**src/rtl/seq_pkg.sv**
```systemverilog
// ------------------------------------------------------------------------
// seq_pkg : shared command format, func codes and sequencer states. Rev 1.0
// ------------------------------------------------------------------------
`default_nettype none

package seq_pkg;

  localparam int CMD_W    = 23;
  localparam int FUNC_MSB = 22;
  localparam int FUNC_LSB = 19;
  localparam int RX_MSB   = 18;
  localparam int RX_LSB   = 16;
  localparam int RY_MSB   = 15;
  localparam int RY_LSB   = 13;
  localparam int DATA_MSB = 15;
  localparam int DATA_LSB = 0;

  localparam logic [3:0] FUNC_HALT = 4'b0000;
  localparam logic [3:0] FUNC_LOAD = 4'b1000;
  localparam logic [3:0] FUNC_MOVE = 4'b1001;
  localparam logic [3:0] FUNC_ADD  = 4'b1010;
  localparam logic [3:0] FUNC_XOR  = 4'b1101;

  typedef enum logic [2:0] {
    ST_IDLE     = 3'd0,
    ST_FETCH    = 3'd1,
    ST_SEP_ACK  = 3'd2,
    ST_SEP_DONE = 3'd3,
    ST_ISSUE    = 3'd4,
    ST_WAIT     = 3'd5,
    ST_HALT     = 3'd6,
    ST_ERROR    = 3'd7
  } state_t;

  function automatic logic [3:0] cmd_func(input logic [CMD_W-1:0] cmd);
    return cmd[FUNC_MSB:FUNC_LSB];
  endfunction

endpackage

`default_nettype wire

```
**src/rtl/seq_prog_ram.sv**
```systemverilog
// ------------------------------------------------------------------------
// seq_prog_ram : program store, synchronous write, combinational read. Rev 1.0
// ------------------------------------------------------------------------
`default_nettype none

module seq_prog_ram #(
  parameter int ADDR_W = 4,
  parameter int DATA_W = 23
) (
  input  logic              clk,
  input  logic              we,
  input  logic [ADDR_W-1:0] waddr,
  input  logic [DATA_W-1:0] wdata,
  input  logic [ADDR_W-1:0] raddr,
  output logic [DATA_W-1:0] rdata
);

  // No reset: the program survives a sequencer reset.
  logic [DATA_W-1:0] r_mem [2**ADDR_W];

  always_ff @(posedge clk) begin
    if (we) begin
      r_mem[waddr] <= wdata;
    end
  end

  assign rdata = r_mem[raddr];

endmodule

`default_nettype wire

```
**src/rtl/command_sequencer.sv**
```systemverilog
// ------------------------------------------------------------------------
// command_sequencer : runs the program store into the control FSM. Rev 1.0
// ------------------------------------------------------------------------
`default_nettype none

module command_sequencer
  import seq_pkg::*;
#(
  parameter int ADDR_W  = 4,
  parameter int TIMEOUT = 8
) (
  input  logic              clk,
  input  logic              reset,
  input  logic              prog_we,
  input  logic [ADDR_W-1:0] prog_addr,
  input  logic [CMD_W-1:0]  prog_data,
  input  logic              start,
  input  logic              done,
  output logic [CMD_W-1:0]  command,
  output logic              busy,
  output logic [ADDR_W-1:0] pc,
  output logic              halted,
  output logic              error
);

  localparam int TMO_W = $clog2(TIMEOUT + 1);

  state_t             r_state, w_state_nx;
  logic [CMD_W-1:0]   r_cmd, w_cmd_nx;
  logic [CMD_W-1:0]   r_instr, w_instr_nx;
  logic [ADDR_W-1:0]  r_pc, w_pc_nx;
  logic [3:0]         r_last_func, w_last_func_nx;
  logic [TMO_W-1:0]   r_tmo, w_tmo_nx;

  logic               w_prog_ok;
  logic               w_waiting;
  logic [CMD_W-1:0]   w_rdata;

  assign w_prog_ok = (r_state == ST_IDLE) || (r_state == ST_HALT) || (r_state == ST_ERROR);
  assign w_waiting = (r_state == ST_SEP_ACK) || (r_state == ST_SEP_DONE) ||
                     (r_state == ST_ISSUE)   || (r_state == ST_WAIT);

  seq_prog_ram #(
    .ADDR_W (ADDR_W),
    .DATA_W (CMD_W)
  ) u_ram (
    .clk   (clk),
    .we    (prog_we && w_prog_ok),
    .waddr (prog_addr),
    .wdata (prog_data),
    .raddr (r_pc),
    .rdata (w_rdata)
  );

  always_ff @(posedge clk) begin
    if (reset) begin
      r_state     <= ST_IDLE;
      r_cmd       <= '0;
      r_instr     <= '0;
      r_pc        <= '0;
      r_last_func <= FUNC_HALT;
      r_tmo       <= '0;
    end else begin
      r_state     <= w_state_nx;
      r_cmd       <= w_cmd_nx;
      r_instr     <= w_instr_nx;
      r_pc        <= w_pc_nx;
      r_last_func <= w_last_func_nx;
      r_tmo       <= w_tmo_nx;
    end
  end

  always_comb begin
    w_state_nx     = r_state;
    w_cmd_nx       = r_cmd;
    w_instr_nx     = r_instr;
    w_pc_nx        = r_pc;
    w_last_func_nx = r_last_func;
    w_tmo_nx       = r_tmo;

    case (r_state)
      ST_IDLE: begin
        if (start && done) begin
          w_state_nx = ST_FETCH;
        end
      end
      ST_FETCH: begin
        w_instr_nx = w_rdata;
        if (cmd_func(w_rdata) == FUNC_HALT) begin
          w_state_nx = ST_HALT;
        end else if (cmd_func(w_rdata) == r_last_func) begin
          // Same func twice would look like no change to the control FSM.
          w_state_nx = ST_SEP_ACK;
          w_cmd_nx   = '0;
        end else begin
          w_state_nx = ST_ISSUE;
          w_cmd_nx   = w_rdata;
        end
      end
      ST_SEP_ACK: begin
        if (!done) begin
          w_state_nx = ST_SEP_DONE;
        end
      end
      ST_SEP_DONE: begin
        if (done) begin
          w_state_nx     = ST_ISSUE;
          w_cmd_nx       = r_instr;
          w_last_func_nx = FUNC_HALT;
        end
      end
      ST_ISSUE: begin
        if (!done) begin
          w_state_nx = ST_WAIT;
        end
      end
      ST_WAIT: begin
        if (done) begin
          w_last_func_nx = cmd_func(r_instr);
          if (r_pc == {ADDR_W{1'b1}}) begin
            w_state_nx = ST_HALT;
          end else begin
            w_state_nx = ST_FETCH;
            w_pc_nx    = r_pc + ADDR_W'(1);
          end
        end
      end
      ST_HALT: begin
        if (start) begin
          w_state_nx = ST_FETCH;
          w_pc_nx    = '0;
        end
      end
      ST_ERROR: begin
        if (start) begin
          w_state_nx     = ST_FETCH;
          w_pc_nx        = '0;
          w_last_func_nx = cmd_func(r_cmd);
        end
      end
      default: begin
        w_state_nx = ST_IDLE;
      end
    endcase

    // Any state change restarts the watchdog; staying put in a wait state ages it.
    if (w_state_nx != r_state) begin
      w_tmo_nx = '0;
    end else if (w_waiting) begin
      if (r_tmo == TMO_W'(TIMEOUT - 1)) begin
        w_state_nx = ST_ERROR;
        w_tmo_nx   = '0;
      end else begin
        w_tmo_nx = r_tmo + TMO_W'(1);
      end
    end
  end

  assign command = r_cmd;
  assign pc      = r_pc;
  assign busy    = !w_prog_ok;
  assign halted  = (r_state == ST_HALT);
  assign error   = (r_state == ST_ERROR);

endmodule

`default_nettype wire

```
**config.mk**
```make
export PLATFORM = sky130hd
export DESIGN_NAME = command_sequencer
export DESIGN_NICKNAME = d
export VERILOG_FILES = /design/src/rtl/seq_pkg.sv /design/src/rtl/seq_prog_ram.sv /design/src/rtl/command_sequencer.sv
export SDC_FILE = /design/constraint.sdc
export NUM_CORES = 1
export LEC_CHECK = 0
export CAP_MARGIN = 5
export CORE_MARGIN = 1
export CORE_UTILIZATION = 61
export CTS_CLUSTER_SIZE = 12
export DETAILED_ROUTE_END_ITERATION = 12
export PLACE_DENSITY = 0.87
export SLEW_MARGIN = 20
export SYNTH_ARGS = -nofsm -noshare
export SYNTH_HDL_FRONTEND = slang
export SYNTH_SLANG_ARGS = --single-unit
```
**constraint.sdc**
```tcl
create_clock -name clk -period 3.8 [get_ports clk]
set_input_delay 0.57 -clock clk [delete_from_list [all_inputs] [get_ports clk]]
set_output_delay 0.57 -clock clk [all_outputs]
set_load 0.005 [all_outputs]
```
==> out/results.ini <==
[power]
peakVddDrop_mv = 0.394
cellPowerDensity_mw_per_mm2 = 560
leakage_uw = 0.00613

[floorplanning]
initial_core_util_pct = 62.4
row_count = 61
pin_count = 62
core_sq_mm = 0.0279
die_area_sq_mm = 0.0292
die_x_um = 171
die_h_um = 171

[timing]
finalCriticalPeriod_ns = 3.15
rsz0062_at_grt = no
slew_viol_final = 0
whs_ns = 0.342
layout_setup_ws_ns = 0.653
slew_headroom_pct = 37.5
finalClockSkew_ns = 0.0193
setup_violations = 0
fmax_ghz = 0.318
finalHoldViolCount = 0
post-route-period-util_pct = 82.8
worstMarginPinSlew_ns = 0.936
setup_tns_ns = 0

[clocking]
insertion_delay_ns = 0.54
h-tree-depth = 2
ctsHoldBuffers = 0
cts_tree = yes
postCtsSetupRepairBufs = 0
ctsResizeCount = 0
cts_buffers = 43
clock_tree.buffer_depth = 3
cts.reportedPaths.clkPinSlew_ns = 0.06
cts.sink_count = 433
root_buffer = clkbuf_16

[synth]
synth-seq-cells = 433
yosysSeqAreaShare_pct = 70.9
synth_area_sq_mm = 0.0174
ys_warn_count = 0
synthFlopType = edfxtp_1
syn_area_per_cell_sq_um = 18.0
netlist_instances = 967
syn_nets = 1002
yosysUniqueCellTypes = 59
async_flop_share_pct = 0
synth-edff-count = 368

[detailed_routing]
wl_mm = 40.8
dr.pass1.iters = 5
drc = 0
drtIter0Drc = 1356
routedWlPerCell_um = 28.0
num_vias = 9688
viasPerCell = 6.65
ant_nets = 0

[worst_setup_path]
critPathCaptureType = register
crit_required_ns = 4.25
cp-endpoint = command[16]
ff2ff_setup_slack_ns = 0.65
r2r-end = command[16]
crit_type = register to register
r2r_cells = 8
critPathMaxFanout = 28
arrival_ns = 3.60
cp-start-kind = register

[global_routing]
grt_first_pass_wirelength_mm = 60.9
grt_pass1_vias = 9745
antenna_found_initial = 0
grt_util_all_layers_pct = 29.0
grt_overflow = 0
grt_max_degree = 54

[final_layout]
post-route-util_pct = 71.1
drive_above_1_share_pct = 25.9
fillers = 1662
diodes = 0
regArea_sq_mm = 0.0124
multi_input_area_sq_mm = 0.00480
final_net_count = 1091
area_delta_synth_final_pct = 14.0

[hold_path]
hp-class = input pin to register

[job]
maxCapViolations = 0

[place]
gp_congestion = 0.828
place_ws_ns = 0.672
dp_hpwl_mm = 23.5
portBuffers = 61

[outcome]
outcome = finished clean

power breakdown:
part | total [uW] | internal, uW | switching, uW
logic | 1660 | 713 | 948
registers | 5620 | 5430 | 185
clock network | 3850 | 2170 | 1680
total | 11100 | 8310 | 2820
synthesized netlist by cell type (all sizes together), types with 2 or more instances:
master / number / area share, %
o21ai: 34 / 1.0
and2: 4 / 0.14
o211ai: 21 / 1.2
nor2: 58 / 1.2
or3: 3 / 0.11
and3: 3 / 0.11
a211oi: 29 / 1.8
o22ai: 2 / 0.072
nor3: 12 / 0.34
a21oi: 36 / 1.0
nor2b: 28 / 1.3
mux2: 6 / 0.39
nand3: 4 / 0.19
mux4: 107 / 14
xnor2: 3 / 0.15
dfxtp: 65 / 7.5
mux2i: 15 / 1.0
clkbuf: 32 / 0.69
o31ai: 4 / 0.20
edfxtp: 368 / 63
inv: 3 / 0.065
nand4: 2 / 0.072
o21a: 3 / 0.14
buf: 27 / 1.0
nand2b: 8 / 0.29
ha: 3 / 0.22
a22oi: 6 / 0.26
clkinv: 2 / 0.043
nand2: 65 / 1.4
final cells by class:
cell class,count,share of cell area (%)
flip-flops and latches,433,62.2
multi-input cells,470,24.2
clock buffers,61,5.81
well taps,378,2.38
repair buffers,103,4.95
inverters,5,0.0945
clock inverters,7,0.372
state kept, by name, indices dropped and copies added, names as in the netlist, named ones only:
register and flops:
r_state 3, r_tmo 4, r_instr 23, pc 4
r_last_func 4, command 23, u_ram.r_mem 368
cell usage in the layout (no fill, tap or decap), types with 13 or more instances in the layout:
master | netlist | routed
a211oi_2 | 20 | 20
a21oi_1 | 36 | 36
buf_4 | 1 | 37
clkbuf_1 | 32 | 17
clkbuf_16 | 0 | 43
clkdlybuf4s50_1 | 0 | 60
dfxtp_1 | 65 | 61
edfxtp_1 | 368 | 368
mux2i_1 | 13 | 13
mux4_2 | 107 | 107
nand2_1 | 64 | 64
nor2_1 | 58 | 46
nor2b_2 | 20 | 20
o21ai_0 | 28 | 28
how the worst min path moves through the flow:
| stage | start | end | depth (start not counted) |
|---|---|---|---|
| CTS | reset | register | 2 |
| finish | reset | register | 2 |
| global placement | r_instr[11] | r_instr[11] | 2 |
| detailed placement | r_instr[11] | r_instr[11] | 2 |
| floorplan | r_instr[0] | r_instr[0] | 2 |
| global route | reset | register | 2 |
cell families after synthesis:
| logic type | Yosys count | synth area share [%] |
|---|---|---|
| DFF | 433 | 70.9 |
| and+or+nand+nor | 192 | 5.44 |
| AOI/OAI and AO/OA | 143 | 6.20 |
| muxes | 128 | 15.2 |
| buffers and inverters | 64 | 1.84 |
| xor gates and xnor gates | 4 | 0.201 |
| adders and majority gates | 3 | 0.215 |
through the flow:
| step | cells | total power (uW) | area, sq um |
|---|---|---|---|
| 2_1_floorplan | 967 | 6730 | 17400 |
| 3_3_place_gp | 1389 | 7260 | 18600 |
| 3_5_place_dp | 1389 | 7340 | 18600 |
| 4_1_cts | 1457 | 11200 | 19900 |
| 5_1_grt | 1457 | 11500 | 19900 |
| 6_report | 1457 | 11100 | 19900 |
metal layers:
layer | share of wire (%) | global-route usage [%] | up-vias
met2 | 49 | 46.7 | 599
met4 | 3.8 | 11.0 | 0
met5 | 0 | 0 | -
met3 | 9.4 | 5.46 | 133
li1 | - | - | 4033
met1 | 38 | 39.9 | 4923
critical path, cell delays in order, from the launching register on:
cell and delay [ns]:
dfxtp_4 0.69, mux4_2 0.57, mux2i_1 0.31, mux2i_1 0.25, xnor2_1 0.19, o21ai_2 0.37, buf_4 0.36, o211ai_1 0.14
a211oi_2 0.20
No activity file was read; power rests on OpenSTA's default activity.
